## src/rtl/e1_ddr_pkg.sv

```systemverilog
`default_nettype none
// ============================================================================
// Module      : e1_ddr_pkg
// Description : Shared types and constants for the E1 DDR write path.
// Revision    : 1.0 - initial release
// ============================================================================
package e1_ddr_pkg;

    typedef enum logic [1:0] {
        IDLE  = 2'd0,
        ISSUE = 2'd1,
        DRAIN = 2'd2,
        DONE  = 2'd3
    } state_t;

    localparam logic [2:0] CMD_WRITE = 3'b000;
    localparam logic [2:0] CMD_READ  = 3'b001;

    // Must track the p2s stage's beat count and the MIG address width.
    localparam int E1_SEQ_CNT    = 5;
    localparam int E1_ADDR_WIDTH = 28;

endpackage
`default_nettype wire

```

## src/rtl/e1_wr_cmd_seq_if.sv

```systemverilog
`default_nettype none
// ============================================================================
// Module      : e1_wr_cmd_seq_if
// Description : Request, MIG command and p2s beat signals of the sequencer.
// Revision    : 1.0 - initial release
// ============================================================================
interface e1_wr_cmd_seq_if #(
    parameter int ADDR_WIDTH = 28,
    parameter int CMD_WIDTH  = 3
);
    logic                  wr_req;
    logic [ADDR_WIDTH-1:0] wr_addr;
    logic                  wr_ready;
    logic                  par_en;
    logic                  app_rdy;
    logic                  app_en;
    logic [CMD_WIDTH-1:0]  app_cmd;
    logic [ADDR_WIDTH-1:0] app_addr;
    logic                  wdf_beat;
    logic                  wdf_last;
    logic                  wr_done;
    logic                  proto_err;

    modport slave (
        input  wr_req, wr_addr, app_rdy, wdf_beat, wdf_last,
        output wr_ready, par_en, app_en, app_cmd, app_addr, wr_done, proto_err
    );

    modport master (
        output wr_req, wr_addr, app_rdy, wdf_beat, wdf_last,
        input  wr_ready, par_en, app_en, app_cmd, app_addr, wr_done, proto_err
    );
endinterface
`default_nettype wire

```

## src/rtl/e1_beat_cnt.sv

```systemverilog
`default_nettype none
// ============================================================================
// Module      : e1_beat_cnt
// Description : Up-counter to MAX with clear, terminal (MAX-1) and full flags.
// Revision    : 1.0 - initial release
// ============================================================================
module e1_beat_cnt #(
    parameter int MAX = 5
) (
    input  wire logic clk,
    input  wire logic rst,
    input  wire logic i_clr,
    input  wire logic i_inc,
    output logic      o_tc,
    output logic      o_full
);
    localparam int W = $clog2(MAX + 1);

    logic [W-1:0] r_cnt;

    always_ff @(posedge clk) begin
        if (rst || i_clr) begin
            r_cnt <= '0;
        end else if (i_inc && !o_full) begin
            r_cnt <= r_cnt + 1'b1;
        end
    end

    assign o_tc   = (r_cnt == W'(MAX - 1));
    assign o_full = (r_cnt == W'(MAX));
endmodule
`default_nettype wire

```

## src/rtl/e1_wr_cmd_seq.sv

```systemverilog
`default_nettype none
// ============================================================================
// Module      : e1_wr_cmd_seq
// Description : Issues SEQ_CNT MIG WRITE commands per request, tracks p2s beats.
//               Optional stall counter output: define E1_WR_STALL_CNT_EN.
// Revision    : 1.0 - initial release
// ============================================================================
module e1_wr_cmd_seq
    import e1_ddr_pkg::*;
#(
    parameter int SEQ_CNT     = E1_SEQ_CNT,
    parameter int ADDR_WIDTH  = E1_ADDR_WIDTH,
    parameter int ADDR_STRIDE = 8,
    parameter int CMD_WIDTH   = 3
) (
    input  wire logic          clk,
    input  wire logic          rst,
    e1_wr_cmd_seq_if.slave     bus
`ifdef E1_WR_STALL_CNT_EN
    ,
    output logic [31:0]        stall_cnt
`endif
);
    state_t                r_state;
    logic                  r_wr_ready;
    logic                  r_app_en;
    logic [ADDR_WIDTH-1:0] r_app_addr;
    logic                  r_wr_done;
    logic                  r_proto_err;

    logic w_accept;
    logic w_active;
    logic w_cmd_inc;
    logic w_cmd_tc;
    logic w_cmd_full;
    logic w_dat_inc;
    logic w_dat_tc;
    logic w_dat_full;
    logic w_dat_end;
    logic w_err;

    assign w_accept  = bus.wr_req & r_wr_ready;
    assign w_active  = (r_state == ISSUE) || (r_state == DRAIN);
    assign w_cmd_inc = r_app_en & bus.app_rdy & ~w_cmd_full;
    assign w_dat_inc = bus.wdf_beat & w_active;
    // Data is complete if already counted or the final beat lands this cycle.
    assign w_dat_end = w_dat_full | (w_dat_tc & bus.wdf_beat);
    assign w_err     = bus.wdf_beat & (~w_active
                                       | (bus.wdf_last & ~w_dat_tc)
                                       | (w_dat_tc & ~bus.wdf_last));

    e1_beat_cnt #(.MAX(SEQ_CNT)) u_cmd_cnt (
        .clk    (clk),
        .rst    (rst),
        .i_clr  (w_accept),
        .i_inc  (w_cmd_inc),
        .o_tc   (w_cmd_tc),
        .o_full (w_cmd_full)
    );

    e1_beat_cnt #(.MAX(SEQ_CNT)) u_dat_cnt (
        .clk    (clk),
        .rst    (rst),
        .i_clr  (w_accept),
        .i_inc  (w_dat_inc),
        .o_tc   (w_dat_tc),
        .o_full (w_dat_full)
    );

    // app_addr is kept as a running register: base, then +ADDR_STRIDE per
    // accepted command, which equals base + cmd_cnt*ADDR_STRIDE mod 2^ADDR_WIDTH.
    always_ff @(posedge clk) begin
        if (rst) begin
            r_state     <= IDLE;
            r_wr_ready  <= 1'b1;
            r_app_en    <= 1'b0;
            r_app_addr  <= '0;
            r_wr_done   <= 1'b0;
            r_proto_err <= 1'b0;
        end else begin
            r_wr_done <= 1'b0;
            if (w_err) begin
                r_proto_err <= 1'b1;
            end
            case (r_state)
                IDLE: begin
                    if (w_accept) begin
                        r_app_addr <= bus.wr_addr;
                        r_wr_ready <= 1'b0;
                        r_app_en   <= 1'b1;
                        r_state    <= ISSUE;
                    end
                end
                ISSUE: begin
                    if (bus.app_rdy) begin
                        r_app_addr <= r_app_addr + ADDR_WIDTH'(ADDR_STRIDE);
                        if (w_cmd_tc) begin
                            r_app_en <= 1'b0;
                            if (w_dat_end) begin
                                r_wr_done <= 1'b1;
                                r_state   <= DONE;
                            end else begin
                                r_state   <= DRAIN;
                            end
                        end
                    end
                end
                DRAIN: begin
                    if (w_dat_end) begin
                        r_wr_done <= 1'b1;
                        r_state   <= DONE;
                    end
                end
                DONE: begin
                    r_wr_ready <= 1'b1;
                    r_state    <= IDLE;
                end
                default: begin
                    r_state <= IDLE;
                end
            endcase
        end
    end

    assign bus.wr_ready  = r_wr_ready;
    assign bus.par_en    = w_accept;
    assign bus.app_en    = r_app_en;
    assign bus.app_cmd   = CMD_WIDTH'(CMD_WRITE);
    assign bus.app_addr  = r_app_addr;
    assign bus.wr_done   = r_wr_done;
    assign bus.proto_err = r_proto_err;

`ifdef E1_WR_STALL_CNT_EN
    logic [31:0] r_stall_cnt;

    always_ff @(posedge clk) begin
        if (rst) begin
            r_stall_cnt <= '0;
        end else if (r_app_en && !bus.app_rdy && (r_stall_cnt != '1)) begin
            r_stall_cnt <= r_stall_cnt + 32'd1;
        end
    end

    assign stall_cnt = r_stall_cnt;
`endif
endmodule
`default_nettype wire

```

## src/flat_wrapper.sv

```systemverilog
// flat-port wrapper written by rule: the top's interface ports become plain ports
module e1_wr_cmd_seq_flat import e1_ddr_pkg::*;
#(
    parameter int SEQ_CNT     = E1_SEQ_CNT,
    parameter int ADDR_WIDTH  = E1_ADDR_WIDTH,
    parameter int ADDR_STRIDE = 8,
    parameter int CMD_WIDTH   = 3
)
  (clk, rst, bus_wr_req, bus_wr_addr, bus_app_rdy, bus_wdf_beat, bus_wdf_last, bus_wr_ready, bus_par_en, bus_app_en, bus_app_cmd, bus_app_addr, bus_wr_done, bus_proto_err);
  e1_wr_cmd_seq_if #(.ADDR_WIDTH(ADDR_WIDTH), .CMD_WIDTH(CMD_WIDTH)) bus_i ();
  input  wire logic clk;
  input  wire logic rst;
  input wire logic [$bits(bus_i.wr_req)-1:0] bus_wr_req;
  input wire logic [$bits(bus_i.wr_addr)-1:0] bus_wr_addr;
  input wire logic [$bits(bus_i.app_rdy)-1:0] bus_app_rdy;
  input wire logic [$bits(bus_i.wdf_beat)-1:0] bus_wdf_beat;
  input wire logic [$bits(bus_i.wdf_last)-1:0] bus_wdf_last;
  output wire logic [$bits(bus_i.wr_ready)-1:0] bus_wr_ready;
  output wire logic [$bits(bus_i.par_en)-1:0] bus_par_en;
  output wire logic [$bits(bus_i.app_en)-1:0] bus_app_en;
  output wire logic [$bits(bus_i.app_cmd)-1:0] bus_app_cmd;
  output wire logic [$bits(bus_i.app_addr)-1:0] bus_app_addr;
  output wire logic [$bits(bus_i.wr_done)-1:0] bus_wr_done;
  output wire logic [$bits(bus_i.proto_err)-1:0] bus_proto_err;
  assign bus_i.wr_req = bus_wr_req;
  assign bus_i.wr_addr = bus_wr_addr;
  assign bus_i.app_rdy = bus_app_rdy;
  assign bus_i.wdf_beat = bus_wdf_beat;
  assign bus_i.wdf_last = bus_wdf_last;
  assign bus_wr_ready = bus_i.wr_ready;
  assign bus_par_en = bus_i.par_en;
  assign bus_app_en = bus_i.app_en;
  assign bus_app_cmd = bus_i.app_cmd;
  assign bus_app_addr = bus_i.app_addr;
  assign bus_wr_done = bus_i.wr_done;
  assign bus_proto_err = bus_i.proto_err;
  e1_wr_cmd_seq #(.SEQ_CNT(SEQ_CNT), .ADDR_WIDTH(ADDR_WIDTH), .ADDR_STRIDE(ADDR_STRIDE), .CMD_WIDTH(CMD_WIDTH)) u_core (.clk(clk), .rst(rst), .bus(bus_i));
endmodule
```

## config.mk

```make
export PLATFORM = sky130hd
export DESIGN_NAME = e1_wr_cmd_seq_flat
export DESIGN_NICKNAME = d
export VERILOG_FILES = /design/src/rtl/e1_ddr_pkg.sv /design/src/rtl/e1_wr_cmd_seq_if.sv /design/src/rtl/e1_beat_cnt.sv /design/src/rtl/e1_wr_cmd_seq.sv /design/src/flat_wrapper.sv
export SDC_FILE = /design/constraint.sdc
export NUM_CORES = 1
export LEC_CHECK = 0
export CELL_PAD_IN_SITES_DETAIL_PLACEMENT = 1
export CELL_PAD_IN_SITES_GLOBAL_PLACEMENT = 2
export CORE_MARGIN = 5
export CORE_UTILIZATION = 29
export CTS_CLUSTER_DIAMETER = 40
export DETAILED_ROUTE_END_ITERATION = 10
export HOLD_SLACK_MARGIN = 0.06
export MAX_ROUTING_LAYER = met4
export PLACE_DENSITY_LB_ADDON = 0.1
export SYNTH_ARGS = -nofsm -noshare
export SYNTH_HDL_FRONTEND = slang
export SYNTH_SLANG_ARGS = --single-unit
```

## constraint.sdc

```tcl
create_clock -name clk -period 6.7 [get_ports clk]
set_clock_uncertainty 0.15 [all_clocks]
set_input_delay 1.005 -clock clk [delete_from_list [all_inputs] [get_ports clk]]
set_output_delay 1.005 -clock clk [all_outputs]
set_load 0.02 [all_outputs]
```

Word-level counts from Yosys, hierarchy flattened
Index checks and enable logic that the tools add are counted.

$add $sub $neg: 3. $mul: 0. Div/mod/pow operators: 0. Order comparisons: 0. Equal/unequal tests: 11. Shift-type cells: 0. Mux-type cells: 19. Bitwise gates (word level): 15. Reductions and logical operators: 13.

Operator list (number): $mux W28 (2); $pmux W28 S2 (1); $add A28 B4 Y28 const B (1); $eq A3 B3 Y1 const B (4); $and A1 B1 Y1 (8); $mux W1 (8); $mux W2 (4); $pmux W2 S4 (1); $reduce_and A4 Y1 (2); $add A3 B1 Y3 const B (2); $ne A2 B2 Y1 const B (3); $pmux W1 S2 (3); $eq A2 B2 Y1 const B (2); $not A1 Y1 (4); $reduce_bool A2 Y1 (2); $or A1 B1 Y1 (3); $reduce_and A3 Y1 (1); $eq A2 B1 Y1 const B (1); $logic_and A1 B1 Y1 (2); $logic_not A1 Y1 (2); $logic_not A2 Y1 (1); $logic_or A1 B1 Y1 (2); $ne A2 B1 Y1 const B (1); $reduce_and A2 Y1 (1).

Register bits after elaboration: 40. Latch bits: 0. Bits in writable memories: 0. Memory bits (read-only): 0. Bits of input ports: 34. Output and inout bits: 36. Word-level logic and storage cells: 69. Memories kept: 0.

Logic depth before layout (Yosys ltp)
Depth after elaboration: 7. Gate-level depth with buffers: 9. Depth with buffers taken out: 6.

By module
Synthesis repeated with hierarchy kept, for this count alone.

Cells, all modules: 325. Area, all modules: 2633.8 µm².

By module, submodules not included: e1_wr_cmd_seq (times used 1, cells each 285, area each 2220.9 µm², sequential area each 680.7 µm²); e1_beat_cnt (times used 2, cells each 20, area each 206.4 µm², sequential area each 60.1 µm²).

Worst setup path before layout
Ideal clock, no wire load.

Path type: input to output. From: in bus_wr_req. To: out bus_par_en. Data arrival time: 1482 ps. Data required time: 5545 ps. Slack: 4063 ps. Cell stages on the path: 2. Path buffers: 1. Cell sequence: and2_1 > clkbuf_1.

Longest elaborated chain between the ends: 1.

Ends and longest elaborated chain: start, declared (RTL line flat_wrapper.sv:13) `input wire logic [$bits(bus_i.wr_req)-1:0] bus_wr_req;`; $and A1 B1 Y1 (RTL line e1_wr_cmd_seq.sv:42) `assign w_accept = bus.wr_req & r_wr_ready;`; end, declared (RTL line flat_wrapper.sv:19) `output wire logic [$bits(bus_i.par_en)-1:0] bus_par_en;`.

No other way between the ends.

Final worst setup path
Ends and elaborated chain as after synthesis.

==> run_results.csv <==
group,metric,value,unit
critical_path,crit_required,5540,ps
route,vias,2655,
critical_path,worstRegToRegCells,6,
placement,hpwl,6060,um
critical_path,reg2reg_from,"u_core.r_state[0]",
critical_path,worst-setup-path-type,"in -> out",
clock_network,cts_root_buf,"clkbuf_8",
critical_path,cp-startpoint,"bus_wr_req",
final_layout,area_growth,33.6,%
timing,rsz0062_at_grt,"false",
power,p_leak,1.13,nW
power,ir_worst_vdd,125,uV
yosys,yosys_most_used_dff,"dfxtp_1",
route,vias_per_cell,5.45,
clock_network,cts.clk_slew.worst_paths,80,ps
global_routing,grt_max_degree,47,
global_routing,grt_first_pass_wirelength,13400,um
critical_path,endpoint,"bus_par_en",
placement,gp_congestion,0.750,
final_layout,fin_nets,423,
die,row_count,34,
yosys,syn_area_per_cell,7.83,um^2
die,ioPinCount,70,
die,start_util,29.4,%
final_layout,antenna_cells,0,
route,wl_met2,3810,um
yosys,ys_async_sr_fraction,0,%
critical_path,end_kind,"output pin",
power,finalPower,1.26,mW
die,die_w,103,um
power,p_per_area,373,mW/mm^2
clock_network,clkSinkCount,40,
run,cap_viol_max_count,0,
clock_network,cts_resized,0,
clock_network,cts_max_level,2,
timing,max_freq,272,MHz
die,fp.dieArea,0.0107,mm^2
yosys,netlist_top_cells_count,"40 x dfxtp_1, 27 x nand2_1, 22 x a21oi_1, 22 x nor2_1, 21 x nand4_1",
timing,final_max_slew_viol_count,0,
critical_path,worstPathArrival,2530,ps
route,wl,8510,um
route,wl_met1,4300,um
timing,hold_viol_final,0,
timing,setup-violations-final,0,
critical_path,reg2reg_to,"u_core.bus.app_addr[19]",
global_routing,grt_usage,16.4,%
yosys,synth_enable_flop_cells,0,
clock_network,post_cts_buffers,0,
yosys,synth_top_cell_area_share,31.7,%
final_layout,drive_gt1_share,5.54,%
clock_network,postCtsHoldBufs,0,
timing,setup_ws,3020,ps
yosys,netlist_instances,323,
die,die_y,103,um
placement,dp_worst_setup_slack,3020,ps
timing,slew_headroom,15.8,%
route,wl_met3,345,um
global_routing,grt_pass1_vias,2514,
yosys,synth-seq-cells,40,
critical_path,crit_fanout,10,
yosys,yosys_warnings,0,
route,firstDrtPassIters,4,
route,drt_iter0_markers,129,
route,top_layer,"met4",
final_layout,postLayoutCoreUtil,39.3,%
global_routing,antenna_found_initial,0,
route,avgRoutedWirePerCell,17.5,um
worst_hold_path,worst_hold_path_type,"reg -> reg",
placement,port_buffers,66,
clock_network,clkLatencyLatePin,300,ps
critical_path,start_kind,"input port",
clock_network,cts_buffers,5,
placement,place_inst,479,
yosys,synthTopCellsByArea,"dfxtp_1 32%, ha_1 5.4%, nand4_1 5.2%",
yosys,syn-cell-area,0.00253,mm^2
global_routing,gr-total-overflow,0,
timing,fin_crit,3680,ps
timing,max_slew.worst_pin.slew,1250,ps
clock_network,cts_tree,"yes",
yosys,yosysSeqAreaShare,31.7,%
die,core,0.00859,mm^2
critical_path,rrSetupSlack,3920,ps
timing,fin_crit_sh,55.0,%
final_layout,fin_cells,487,
yosys,synth_cell_types,59,
clock_network,cts_buffer_depth,2,
yosys,yosysMostFrequentCell,"dfxtp_1",
status,status,"complete, no violations",
route,ant_nets,0,
yosys,synth_top_area_cell,"dfxtp_1",
timing,setup_tns,0,ps
route,drt_drc_violations_left,0,
[power by group]
part | internal, mW | switching, mW
sequential | 0.307 | 0.105
combinational | 0.260 | 0.363
clock | 0.132 | 0.0948
total | 0.698 | 0.562
[metrics by stage]
step,cell area [um^2],hold WS [ps]
CTS,3380,321
finish,3380,323
detailed placement,3250,306
floorplan,2540,334
global route,3380,347
global placement,3250,294
[cell type report]
cell class | instances | area [um^2]
fillers | 1061 | 5210
multi-input cells | 246 | 1570
flip-flops and latches | 40 | 801
repair buffers | 69 | 683
well taps | 108 | 135
clock buffers | 7 | 96.3
inverters | 16 | 60.1
clock inverters | 1 | 30.0
[cells in the final DEF, fill, tap and decap left out, drive strengths merged, types with 3 or more instances in the layout]
cell type,instances
clkdlybuf4s50,66
dfxtp,40
nand2,27
nor2,22
a21oi,22
nand4,22
inv,16
nand3,14
o21ai,13
ha,11
a21boi,11
o211ai,7
clkbuf,7
a211oi,6
a31oi,6
and3,5
o22ai,5
nor3,5
nor2b,5
mux2i,4
nor4,4
o311ai,4
or4,4
o41ai,3
o32ai,3
nand2b,3
nand4b,3
conb,3
buf,3
or2,3
a21o,3
[registers in the layout, indices dropped and copies added, names as in the netlist]
| signal | count |
|---|---|
| u_core.bus.wr_ready | 1 |
| u_core.bus.app_en | 1 |
| u_core.r_state | 2 |
| u_core.bus.app_addr | 28 |
| u_core.bus.proto_err | 1 |
| u_core.bus.wr_done | 1 |
| u_core.u_cmd_cnt.r_cnt | 3 |
| u_core.u_dat_cnt.r_cnt | 3 |
[critical path, cell delays in order]
cell,delay (ps)
clkdlybuf4s50_1,500
and2_1,340
clkdlybuf4s50_1,680
[cell families (layout without fill, tap and decap cells)]
| family | after synthesis | after routing | synth area share (%) |
|---|---|---|---|
| muxes | 4 | 4 | 1.58 |
| buffers and inverters | 39 | 93 | 6.43 |
| other | 1 | 3 | 0.148 |
| and+or+nand+nor | 125 | 125 | 26.7 |
| xor gates and xnor gates | 4 | 4 | 1.39 |
| DFF | 40 | 40 | 31.7 |
| adders and majority gates | 11 | 11 | 5.44 |
| AOI/OAI and AO/OA | 99 | 99 | 26.7 |
[worst min path at each step]
stage / startpoint / to / slack, ps / cells past startpoint
final: u_core.bus.app_addr[0] / u_core.bus.app_addr[0] / 320 / 2
after global routing: u_core.bus.app_addr[2] / u_core.bus.app_addr[2] / 350 / 2
after CTS: u_core.bus.app_addr[2] / u_core.bus.app_addr[2] / 320 / 2
after detailed placement: u_core.bus.app_addr[2] / u_core.bus.app_addr[2] / 310 / 2
after global placement: u_core.bus.app_addr[2] / u_core.bus.app_addr[2] / 290 / 2
after floorplan: u_core.r_state[0] / u_core.r_state[0] / 330 / 2
[routing by layer]
metal,up-vias,track usage (%)
li1,1320,-
met4,0,3.29
met5,-,-
met1,1278,23.7
met3,5,2.35
met2,52,24.4
No activity file was read; power rests on OpenSTA's default activity.
